## src/rtl/dmau_pkg.sv

```systemverilog
// Shared definitions for the data memory access unit: FSM states, RV32I
// load/store width codes and access-size helpers.
package dmau_pkg;

  localparam logic [1:0] IDLE      = 2'd0;
  localparam logic [1:0] ISSUE     = 2'd1;
  localparam logic [1:0] WAIT_READ = 2'd2;

  localparam logic [2:0] F3_B  = 3'b000;
  localparam logic [2:0] F3_H  = 3'b001;
  localparam logic [2:0] F3_W  = 3'b010;
  localparam logic [2:0] F3_BU = 3'b100;
  localparam logic [2:0] F3_HU = 3'b101;

  localparam logic [1:0] SZ_B = 2'd0;
  localparam logic [1:0] SZ_H = 2'd1;
  localparam logic [1:0] SZ_W = 2'd2;

  // Latched request fields still needed after the bus strobe is issued.
  typedef struct packed {
    logic       is_read;
    logic [2:0] funct3;
    logic [1:0] off;
  } dmau_req_t;

  // Reserved codes fall through to word size.
  function automatic logic [1:0] access_size(input logic [2:0] f3, input logic is_read);
    if (f3 == F3_B || (is_read && f3 == F3_BU)) return SZ_B;
    if (f3 == F3_H || (is_read && f3 == F3_HU)) return SZ_H;
    return SZ_W;
  endfunction

  function automatic logic is_misaligned(input logic [1:0] size, input logic [1:0] off);
    case (size)
      SZ_H:    return off[0];
      SZ_W:    return |off;
      default: return 1'b0;
    endcase
  endfunction

endpackage

```

## src/rtl/load_data_extractor.sv

```systemverilog
// Picks the addressed byte/half out of a bus word and sign/zero-extends it
// according to the load funct3; reserved codes pass the word through.
module load_data_extractor
  import dmau_pkg::*;
(
  input  logic [31:0] raw_word,
  input  logic [1:0]  byte_offset,
  input  logic [2:0]  funct3,
  output logic [31:0] result
);

  logic [7:0]  lane_byte;
  logic [15:0] lane_half;

  always_comb begin
    lane_byte = raw_word[{byte_offset, 3'b000} +: 8];
    lane_half = byte_offset[1] ? raw_word[31:16] : raw_word[15:0];
    case (funct3)
      F3_B:    result = {{24{lane_byte[7]}}, lane_byte};
      F3_H:    result = {{16{lane_half[15]}}, lane_half};
      F3_BU:   result = {24'h0, lane_byte};
      F3_HU:   result = {16'h0, lane_half};
      default: result = raw_word;
    endcase
  end

endmodule

```

## src/rtl/data_memory_access_unit.sv

```systemverilog
// Load/store front end between the core memory stage and the data bus.
// Define MISALIGNED_TRAP_EN to fault misaligned half/word accesses instead of issuing them.
module data_memory_access_unit
  import dmau_pkg::*;
(
  input  logic        clock,
  input  logic        reset_n,
  input  logic        core_read,
  input  logic        core_write,
  input  logic [31:0] core_address,
  input  logic [31:0] core_write_data,
  input  logic [2:0]  core_funct3,
  output logic        core_stall,
  output logic [31:0] core_read_data,
  output logic        core_done,
  output logic        misaligned_fault,
  output logic [31:0] bus_address,
  output logic [31:0] bus_write_data,
  output logic [3:0]  bus_byte_enable,
  output logic        bus_read_enable,
  output logic        bus_write_enable,
  input  logic        bus_wait_req,
  input  logic        bus_valid,
  input  logic [31:0] bus_read_data
);

  logic [1:0]  state;
  dmau_req_t   req_q;
  logic        accept, trap;
  logic [1:0]  size;
  logic [3:0]  st_be;
  logic [31:0] st_data, ld_ext;

  // core_done blocks re-acceptance of the request the core is still holding.
  assign core_stall = (core_read | core_write) && !core_done;
  assign accept     = core_stall && (state == IDLE);
  assign size       = access_size(core_funct3, core_read);

`ifdef MISALIGNED_TRAP_EN
  assign trap = is_misaligned(size, core_address[1:0]);
`else
  assign trap = 1'b0;
`endif

  always_comb begin
    st_be   = 4'b1111;
    st_data = '0;
    if (!core_read) begin
      case (size)
        SZ_B: begin
          st_be   = 4'b0001 << core_address[1:0];
          st_data = {4{core_write_data[7:0]}};
        end
        SZ_H: begin
          st_be   = core_address[1] ? 4'b1100 : 4'b0011;
          st_data = {2{core_write_data[15:0]}};
        end
        default: st_data = core_write_data;
      endcase
    end
  end

  assign bus_read_enable  = (state == ISSUE) &&  req_q.is_read;
  assign bus_write_enable = (state == ISSUE) && !req_q.is_read;

  load_data_extractor u_extract (
    .raw_word    (bus_read_data),
    .byte_offset (req_q.off),
    .funct3      (req_q.funct3),
    .result      (ld_ext)
  );

  always_ff @(posedge clock or negedge reset_n) begin
    if (!reset_n) begin
      state            <= IDLE;
      req_q            <= '0;
      core_done        <= 1'b0;
      misaligned_fault <= 1'b0;
      core_read_data   <= '0;
      bus_address      <= '0;
      bus_write_data   <= '0;
      bus_byte_enable  <= '0;
    end else begin
      core_done        <= 1'b0;
      misaligned_fault <= 1'b0;
      case (state)
        IDLE: if (accept) begin
          if (trap) begin
            core_done        <= 1'b1;
            misaligned_fault <= 1'b1;
            core_read_data   <= '0;
          end else begin
            req_q           <= '{is_read: core_read, funct3: core_funct3, off: core_address[1:0]};
            bus_address     <= {core_address[31:2], 2'b00};
            bus_write_data  <= st_data;
            bus_byte_enable <= st_be;
            state           <= ISSUE;
          end
        end
        ISSUE: if (!bus_wait_req) begin
          if (req_q.is_read) begin
            state <= WAIT_READ;
          end else begin
            core_done <= 1'b1;
            state     <= IDLE;
          end
        end
        WAIT_READ: if (bus_valid) begin
          core_read_data <= ld_ext;
          core_done      <= 1'b1;
          state          <= IDLE;
        end
        default: state <= IDLE;
      endcase
    end
  end

endmodule
```

## config.mk

```make
export PLATFORM = sky130hd
export DESIGN_NAME = data_memory_access_unit
export DESIGN_NICKNAME = d
export VERILOG_FILES = /design/src/rtl/dmau_pkg.sv /design/src/rtl/load_data_extractor.sv /design/src/rtl/data_memory_access_unit.sv
export SDC_FILE = /design/constraint.sdc
export NUM_CORES = 1
export LEC_CHECK = 0
export BUFFER_PORTS_ARGS = -buffer_cell sky130_fd_sc_hd__buf_2
export CORE_UTILIZATION = 44
export DETAILED_ROUTE_END_ITERATION = 7
export PLACE_DENSITY = 0.84
export SYNTH_ARGS = -nofsm -noshare
export SYNTH_HDL_FRONTEND = slang
export SYNTH_SLANG_ARGS = --single-unit
export TNS_END_PERCENT = 10
```

## constraint.sdc

```tcl
create_clock -name clock -period 1.8 [get_ports clock]
set_input_delay 0.36 -clock clock [delete_from_list [all_inputs] [get_ports clock]]
set_output_delay 0.36 -clock clock [all_outputs]
set_load 0.03 [all_outputs]
```

# --- After elaboration in Yosys (flattened, before gate mapping) ---
# Cells that the tools add are included.
op_classes:
  n_addsub: 0
  n_mul: 0
  n_div: 0
  order_cmp: 0
  n_eq_ne: 12
  n_shift: 2
  muxes: 23
  bitwise: 1
  n_reduce_logical: 17
op_table:
  columns: ["op", "count"]
  rows:
  - ["32-bit one-hot mux with 4 select lines", 1]
  - ["32-bit one-hot mux with 2 select lines", 1]
  - ["32-bit 2-to-1 mux", 1]
  - ["32-bit by 6-bit variable part select with 8-bit output", 1]
  - ["16-bit 2-to-1 mux", 1]
  - ["2-bit 2-to-1 mux", 8]
  - ["3-bit equality test (second input constant)", 4]
  - ["4-bit 2-to-1 mux", 2]
  - ["4-bit one-hot mux with 2 select lines", 1]
  - ["3-bit by 1-bit equality test with 1-bit output (second input constant)", 2]
  - ["1-bit logical AND", 6]
  - ["3-bit logical NOT", 2]
  - ["1-bit 2-to-1 mux", 6]
  - ["2-bit != test (second input constant)", 3]
  - ["2-bit one-hot mux with 3 select lines", 1]
  - ["2-bit by 1-bit equality test with 1-bit output (second input constant)", 2]
  - ["2-bit logical NOT", 2]
  - ["2-bit AND reduction", 2]
  - ["1-bit by 2-bit left shift with 4-bit output (first input constant)", 1]
  - ["3-bit AND reduction", 1]
  - ["2-bit equality test (second input constant)", 1]
  - ["1-bit logical NOT", 2]
  - ["1-bit logical OR", 2]
  - ["1-bit one-hot mux with 2 select lines", 1]
  - ["1-bit OR", 1]
word_totals:
  reg_bits: 107
  latchBits: 0
  ramBits: 0
  romBits: 0
  in_bits: 105
  mem_count: 0

# --- Logic depth before layout (Yosys ltp) ---
# Gate-level depths: netlist of run 1.
depth:
  ltp_word: 10
  mapped_depth: 8
  ltp_nobuf: 6

# --- Modules after synthesis ---
# A second synthesis of run 1 with hierarchy kept.
unflattened:
  hier_cells: 523
  area_unflattened_um2: 5165.0
modules_own_cells:
  columns: ["module", "instances", "cells_each", "area_each_um2"]
  rows:
  - ["data_memory_access_unit", 1, 405, 4404.2]
  - ["load_data_extractor", 1, 118, 760.7]

# --- Least setup slack after synthesis of run 1 ---
# Ideal clock, no wire load.
synth_timing:
  path_type: "register to register"
  startpoint: "register state[0]"
  endpoint: "register bus_write_data[10]"
  setup_time_ps: 136
  arrival_time_ps: 1527
  t_required_ps: 1664
  path_slack_ps: 137
  path_stages_with_launch: 9
  path_buffers: 2
  synth_period_minus_slack_ps: 1663
  path_cell_list: "dfrtp_1 inv_1 ha_1 inv_1 or3_1 clkbuf_1 buf_2 nand2_1 o21ai_0"
synth_via:
  elab_chain_cells: 3
synth_rtl:
  columns: ["element", "line", "text"]
  rows:
  - ["from (decl)", "data_memory_access_unit.sv:27", "logic [1:0] state;"]
  - ["from (signal assigned)", "data_memory_access_unit.sv:75", "state <= IDLE;"]
  - ["from (signal assigned)", "data_memory_access_unit.sv:97", "state <= ISSUE;"]
  - ["from (signal assigned)", "data_memory_access_unit.sv:102", "state <= WAIT_READ;"]
  - ["2-bit logical NOT (*)", "data_memory_access_unit.sv:36, data_memory_access_unit.sv:86", null]
  - ["1-bit logical AND", "data_memory_access_unit.sv:36", "assign accept = core_stall && (state == IDLE);"]
  - ["2-bit AND reduction (no line) (*)", null, null]
  - ["to (signal assigned)", "data_memory_access_unit.sv:95", "bus_write_data <= st_data;"]
  - ["to (decl)", "data_memory_access_unit.sv:18", "output logic [31:0] bus_write_data,"]
# Every way passes the cells marked *; elsewhere a longest branch is shown, timed or not.
# A chain may end at the register's enable or synchronous reset.

# --- Worst setup path after layout of run 1 ---
layout_timing:
  startpoint: "register state[1]"
  endpoint: "output port bus_read_enable"
layout_via:
  elab_chain_cells: 2
layout_rtl:
  columns: ["element", "line", "text"]
  rows:
  - ["2-bit by 1-bit equality test with 1-bit output", "data_memory_access_unit.sv:63", "assign bus_read_enable = (state == ISSUE) && req_q.is_read;"]
  - ["1-bit logical AND", "data_memory_access_unit.sv:63", null]
  - ["to (decl)", "data_memory_access_unit.sv:20", "output logic bus_read_enable,"]
# No other way between the ends.

==> run summary, run 1 <==
The run finished, with violations left. The final reports fail on DRC. For the maximum achievable frequency, the log shows 578 MHz. Registers are responsible for 30.4% of the overall power. Most area-hungry cell type in the Yosys netlist: sky130_fd_sc_hd__dfrtp_1. Dividing the detail-routed wire length by the instance count gives 16.0 um. In this run the biggest area consumer among cell types represents 50.4% of the synthesized area. For this block, the via count after detailed routing is 4929. Final worst-path setup slack: 0.0704 ns. The first global-routing pass estimated 24000 um of wire.

STA puts the critical path data required time at 1.44 ns. The area share of xor/xnor cells in the synthesized design is 0%, and the share of synthesized area occupied by flip-flops and latches is 50.4%. TritonCTS built the clock tree. The clock tree skew after final layout was 0.00549 ns; the power spent charging and discharging nets was 6720 uW.

The tool flagged a number of max-cap violations equal to 0. The distinct cell type count after synthesis came out at 42. After synthesis, the cell types taking the most area are sky130_fd_sc_hd__dfrtp_1 (50%), sky130_fd_sc_hd__nand2_1 (13%), sky130_fd_sc_hd__mux2i_1 (4.9%).

Total instance count after detailed placement: 910. After Yosys synthesis, and, or, nand and nor cells account for 20.8% of the synthesized area. The residual overflow from global routing is 0. The finished layout holds 928 standard cells, fillers aside. Summing the areas of all compound-gate instances in the mapped netlist gives 17.1% of the synthesized area. The logs give 45.7% for the effective utilization at floorplan and 1220 uV for the peak ir drop on the vdd network. Setup repair after global routing could not meet its margin everywhere. Number of DRC violations after detailed-routing iteration 0: 467. Final-report max-slew violation count: 0. In this run the standard cell core region covers 0.0116 mm2.

The global-route usage over all layers was 24.4%; the DRC violation count after routing was 15. The net switching fraction of the power was 47.6%. For the number of antenna violations at the first check in global routing, the log shows 0. The horizontal die dimension works out to 112 um.

CTS built an H-tree with a depth of 3. The ratio of total power to cell area is 2040 mW/mm2. The slowest stage of the critical path belongs to the cell sky130_fd_sc_hd__dfrtp_1.

The repair_antennas step left the layout with diodes totalling 0. In this run the remaining antenna-violating nets after routing total 0. Leading cell type by number of instances after synthesis: sky130_fd_sc_hd__nand2_1. The tools report the startpoint type of the worst setup path as a register. The clock insertion delay at the later pin of the skew report came out at 0.35 ns. A synthesized cell averages 9.08 um2. After technology mapping, the gate count stands at 585. The y dimension of the die is 112 um. The I/O pin count was 210; the clock-pin slew of the registers on the worst-case setup and hold paths was 0.08 ns.

The routability congestion estimate is 0.850, and the flip-flop and latch area is 0.00268 mm2. The post-synthesis adder-cell area fraction is 0.707%. The type of the tightest min-delay check is in -> reg.

The clock network power share is 16.7%, and the area of the die is 0.0125 mm2. The pre-antenna-repair detailed-routing pass consisted of 8 iterations. The clock period could shrink to 1.73 ns. The maximum number of pins on one net before global-route repair came out at 49. The tools report the utilization after layout as 59.7%. In this run the core area contains 39 standard-cell rows. The share of async-settable or async-resettable flops after synthesis came out at 100%.

The number of clock sinks seen by CTS came out at 107. The final-stage net count is 888. The reported leakage power is 0.00354 uW. In this run the tightest slew margin relative to its limit is 60.7%. STA classifies the critical path endpoint as an output pin. The netlist area before placement came out at 0.00531 mm2.

The HPWL after detailed placement is 10500 um. The buffer count from post-CTS setup fixing was 0; the number of setup violations in the final report was 0. The portion of the clock cycle consumed by the worst path in the final layout is 96.1%, and the number of flops mapped to enable cells by yosys is 0. The count of endpoints failing hold in the final timing report came out at 0. The cell sitting at the root of the clock tree is a sky130_fd_sc_hd__clkbuf_16.

For this run, the number of Yosys warnings is 0. At the pin with the least slew margin, the transition time is 0.589 ns. The cell-internal power is 7400 uW, and the final design instance area without fill is 0.00693 mm2. After synthesis, the most frequently instantiated cells are sky130_fd_sc_hd__nand2_1 (177), sky130_fd_sc_hd__dfrtp_1 (107), sky130_fd_sc_hd__o21ai_0 (50). The run gives 9 as the number of buffers created by CTS.

Traced cell by cell, the critical path runs through inv_2 > ha_1 > and2_1 > buf_2. The number of global-route vias before repair is 4823, and the relative area change from synthesis to final layout is 30.5%. For the arrival time at the worst endpoint, the log shows 1.37 ns. By area, the combinational part of the netlist is dominated by simple AND/OR/NAND/NOR gates. The portion of synthesized area spent on multiplexers is 6.38%. Delay of the slowest cell on the worst path: 0.40 ns.

The multi-input combinational cells in the finished layout cover a total of 0.00242 mm2. The share of total power dissipated in combinational logic is 53.0%. In this run the worst path has a maximum fanout of 3. Dividing the detail-routed via count by the number of cells gives 5.31.

The main flop type after synthesis was sky130_fd_sc_hd__dfrtp_1. The routed design has 14800 um of wire. Placement-stage worst setup slack: -0.0216 ns.

Summed over all failing endpoints, the final setup total negative slack is 0 ns. Summing all placed instances gives a cell area of 0.00652 mm2. Kind of critical path: reg -> out.

The longest clock path from root to sink contains 2 buffers. The layout filler cell count is 998, and the count of port buffers added during placement is 206. Cells with a size suffix above 1 make up 34.4% of the layout.

The number of synthesized register bits came out at 107.
registers in the layout, indices dropped and copies added (netlist names):
name / flops
core_read_data: 32
core_done: 1
bus_byte_enable: 4
req_q: 6
state: 2
bus_write_data: 32
bus_address: 30
layer usage:
metal,part of all wire [%],global-route usage [%],vias to the layer above
met5,0,0,-
met2,47,40.2,213
met3,8.6,6.04,19
li1,-,-,2360
met4,1.5,8.38,0
met1,43,31.4,2337
critical path: cells and delay by family, from the launching register on:
kind / cells / cell delay [ns]
DFF: 1 / 0.40
and+or+nand+nor: 1 / 0.16
adders and majority gates: 1 / 0.19
buffers and inverters: 2 / 0.28
worst paths after layout:
kind | startpoint | end | slack (ns) | cells past startpoint
setup / recovery | state[1]$_DFFE_PN0P_ | bus_read_enable | 0.07 | 4
hold / removal | core_address[11] | bus_address[11]$_DFFE_PN0P_ | 0.19 | 3
hold reg to reg | bus_write_data[5]$_DFFE_PN0P_ | bus_write_data[5]$_DFFE_PN0P_ | 0.47 | 2
min in group asynchronous | reset_n | core_read_data[18]$_DFFE_PN0P_ | 0.47 | 2
max in group asynchronous | reset_n | bus_write_data[31]$_DFFE_PN0P_ | 0.78 | 3
setup reg to reg | state[0]$_DFFE_PN0P_ | core_read_data[13]$_DFFE_PN0P_ | 0.11 | 7
layout by cell type (no fill, tap or decap), drive strengths merged, types with 2 or more instances in the layout:
cell type	Yosys	layout
a211oi	17	17
a21o	8	8
a21oi	36	36
a2bb2oi	7	7
a31oi	9	9
and2	2	2
buf	28	224
bufinv	0	3
clkbuf	15	9
conb	1	3
dfrtp	107	107
ha	3	3
inv	6	9
mux2	7	7
mux2i	26	26
nand2	177	177
nand2b	4	4
nand3b	23	23
nor2	32	32
nor2b	5	5
nor3	3	3
o21a	3	3
o21ai	56	56
repair_timing:
item / CTS / global route
hold endpoints to repair: 23 / 0
setup endpoints to repair: 16 / 33
resized for setup: 3 / 8
hold buffers: 1 / 0
gates cloned: 1 / 0
pin swaps: 0 / 1
kinds of logic (layout without fill, tap and decap cells):
logic type	after synthesis	after routing
mux	33	33
buf+inv	49	247
other cells	1	3
fa+ha+maj	3	3
compound gates	141	141
simple gates	251	251
flops	107	107
stage by stage:
stage,hold WS (ns),power (uW)
after global placement,0.301,11500
after CTS,0.179,14200
after detailed placement,0.303,11600
after floorplan,0.0644,9420
after global routing,0.193,15100
final,0.192,14100
cell type report:
class                           count  share of cell area [%]
Inverter                            6                   0.325
Tap cell                          143                    2.58
Clock buffer                        9                    3.25
Clock inverter                      7                    1.88
Sequential cell                   107                    38.6
Timing Repair Buffer              225                    18.4
Multi-Input combinational cell    431                    35.0
power groups by stage:
stage | sequential (uW) | combinational [uW] | clock, uW
6_report | 4290 | 7480 | 2360
5_1_grt | 4430 | 8120 | 2510
4_1_cts | 4270 | 7520 | 2400
3_5_place_dp | 4290 | 7360 | 0
3_3_place_gp | 4280 | 7180 | 0
2_1_floorplan | 6390 | 3030 | 0
Note: power is estimated with default switching activity, not from simulation.
==> run 2: changes to the inputs <==
Settings changed: CORE_UTILIZATION 44 to 46, CTS_BUF_LIST set to sky130_fd_sc_hd__clkbuf_2, PLACE_DENSITY 0.84 to 0.87, SKIP_LAST_GASP set to 1.
==> run summary, run 2 (synthesis results as in run 1) <==
The run finished, with violations left. The final reports fail on setup timing. The routed wirelength normalized by instance count is 18.5 um (+16%), and the layout filler cell count is 850 (-15%). The total number of H-tree levels was 3 (unchanged); the via total after detailed routing was 5642 (+14%). The library cell used as clock root buffer was sky130_fd_sc_hd__clkbuf_2. The arrival time at the worst endpoint was 1.70 ns (+0.33 ns).

The residual overflow from global routing was 0 (unchanged); the maximum number of pins on one net before global-route repair was 66 (+35%). The aggregate routed wire length is 18500 um (+25%), and the first-pass GRT wire length is 26300 um (+9.3%). The number of setup violations in the final report was 75 (+75); the number of global-route vias before repair was 5357 (+11%). For the maximum achievable frequency, the log shows 486 MHz (-16%). Count of endpoints failing hold in the final timing report: 0 (unchanged). Kind of critical path: reg -> out.

The logs give 0.0509 ns (+0.0454 ns) for the clock tree skew after final layout and 28.7% (+4.3 points) for the global-route usage over all layers. The tools report the detailed placement HPWL as 10700 um (+1.7%). The most common library cell in the layout ignoring fill and taps was sky130_fd_sc_hd__buf_2.

Count of port buffers added during placement: 206 (unchanged). The number of buffers on the longest clock path is 2 (unchanged). Setup repair after global routing could not meet its margin everywhere. For the area of the core, the log shows 0.0110 mm2 (-5.0%). The DRC violation count after routing is 0 (-15), and the worst endpoint required time is 1.44 ns (about the same).

The final worst-path setup slack came out at -0.258 ns (-0.329 ns). The effective utilization at floorplan came out at 48.2% (+2.4 points). The number of DRC violations after detailed-routing iteration 0 was 590 (+26%); the minimum clock period was 2.06 ns (+0.329 ns). The y dimension of the die was 109 um (-2.2%); the I/O pin count was 210 (unchanged). The portion of the clock cycle consumed by the worst path in the final layout works out to 114% (+18 points). The min-delay analysis places its worst path in the category in -> reg. The placement-stage worst setup slack came out at 0.0259 ns (+0.0475 ns). The logs give 0 (unchanged) for the number of antenna violations at the first check in global routing and 1240 uV (+1.7%) for the peak ir drop on the vdd network. The run gives 0.00376 uW (+6.2%) as the reported leakage power. The final total power came out at 13700 uW (-3.3%). The ratio of total power to cell area came out at 1830 mW/mm2 (-10%). The worst setup path is captured at an output pin. The worst-margin pin slew works out to 0.639 ns (+0.0508 ns). The logs give 0.0184 ns (-0.174 ns) for the worst hold slack after final layout and 962 (+8.3%) for the final-stage net count. The routability congestion estimate was 0.843 (-0.82%); the final-report max-slew violation count was 0 (unchanged). The number of antenna cells inserted came out at 0 (unchanged). The post-route antenna net violation count is 0 (unchanged), and the clock-pin slew of the registers on the worst-case setup and hold paths is 0.34 ns (+0.26 ns). The tools report the number of clock sinks seen by CTS as 107 (unchanged). The area of the die is 0.0120 mm2 (-4.3%). The layout cell share with drive strength beyond 1 came out at 32.5% (-1.9 points). The number of vias per cell after detailed routing was 5.65 (+6.3%); the total number of placement rows was 38 (-2.6%). The horizontal die dimension is 109 um (-2.2%).

In the layout the commonest cells are sky130_fd_sc_hd__buf_2 (203), sky130_fd_sc_hd__nand2_1 (177), sky130_fd_sc_hd__dfrtp_1 (107). The utilization after layout is 67.5% (+7.8 points). Startpoint type of the worst setup path: a register. The worst slew margin relative to its limit is 57.3% (-3.4 points), and the number of violations of the max-capacitance limit is 0 (unchanged). The peak fanout along the critical path is 3 (unchanged), and the number of buffers created by CTS is 9 (unchanged).

The detailed-routing iteration count for the pre-antenna-repair pass was 5 (-3). The area growth from synthesis to layout is 40.2%. The largest registers in the layout are bus_write_data x32, core_read_data x32, bus_address x30. TritonCTS built the clock tree.

The clock insertion delay at the later pin of the skew report is 0.63 ns (+0.28 ns).
-- run 2: changes by cell type in the layout (fill, tap and decap cells not counted), moves of 3 or more --
cell,delta
sky130_fd_sc_hd__dlygate4sd3_1,+66
sky130_fd_sc_hd__clkbuf_16,-6
sky130_fd_sc_hd__clkbuf_2,+10
sky130_fd_sc_hd__buf_6,+4
sky130_fd_sc_hd__bufinv_16,-3
sky130_fd_sc_hd__buf_4,+4
-- run 2: power by group --
| part | switching, uW | internal [uW] | total [uW] |
|---|---|---|---|
| Sequential | 794 | 3570 | 4370 |
| Clock | 873 | 204 | 1080 |
| Combinational | 5470 | 2750 | 8210 |
-- run 2: timing repair --
action	CTS	global route
pin swaps	0	1
gates cloned	0	4
hold buffers	64	3
setup endpoints to repair	4	95
setup buffers	1	2
hold endpoints to repair	171	3
resized for setup	10	10
-- run 2: routing by layer --
metal	vias up	global-route usage (%)	wire length (um)
met5	-	0	0
met4	0	12.7	648
met3	62	6.05	1730
met2	389	48.7	9040
met1	2679	35.2	7050
li1	2512	-	-
-- run 2: path summary, 6_finish.rpt --
| check | slack, ns | from | to | cells after the start |
|---|---|---|---|---|
| worst max-delay path | -0.26 | state[1]$_DFFE_PN0P_ | bus_write_enable | 4 |
| worst min-delay path | 0.02 | core_write_data[31] | bus_write_data[31]$_DFFE_PN0P_ | 3 |
| worst max register to register | -0.16 | state[1]$_DFFE_PN0P_ | bus_write_data[3]$_DFFE_PN0P_ | 9 |
| worst min register to register | 0.52 | bus_address[18]$_DFFE_PN0P_ | bus_address[18]$_DFFE_PN0P_ | 2 |
| max in group asynchronous | 1.09 | reset_n | core_read_data[22]$_DFFE_PN0P_ | 3 |
| min in group asynchronous | 0.11 | reset_n | core_read_data[10]$_DFFE_PN0P_ | 2 |
-- run 2: final cells by class --
class	instances	area, um2	share of cell area, %
clock buffers	10	50.0	0.672
clock inverters	6	47.5	0.638
inverters	6	22.5	0.302
multi-input cells	431	2440	32.8
flip-flops and latches	107	2680	35.9
well taps	140	175	2.35
repair buffers	299	2030	27.3
-- run 2: metrics by stage --
stage                     TNS, ns  cells  cell area [um2]
after floorplan                 0    587             5320
final                       -7.02    999             7450
after CTS                   -2.31    990             7300
after detailed placement        0    909             6520
after global placement          0    909             6520
after global routing       -10.83    999             7450
-- run 2: critical path, stage by stage, from the launching register on --
cell and delay [ns]:
sky130_fd_sc_hd__dfrtp_1 0.51, sky130_fd_sc_hd__inv_2 0.11, sky130_fd_sc_hd__ha_4 0.15, sky130_fd_sc_hd__nor2b_4 0.16, sky130_fd_sc_hd__buf_6 0.14
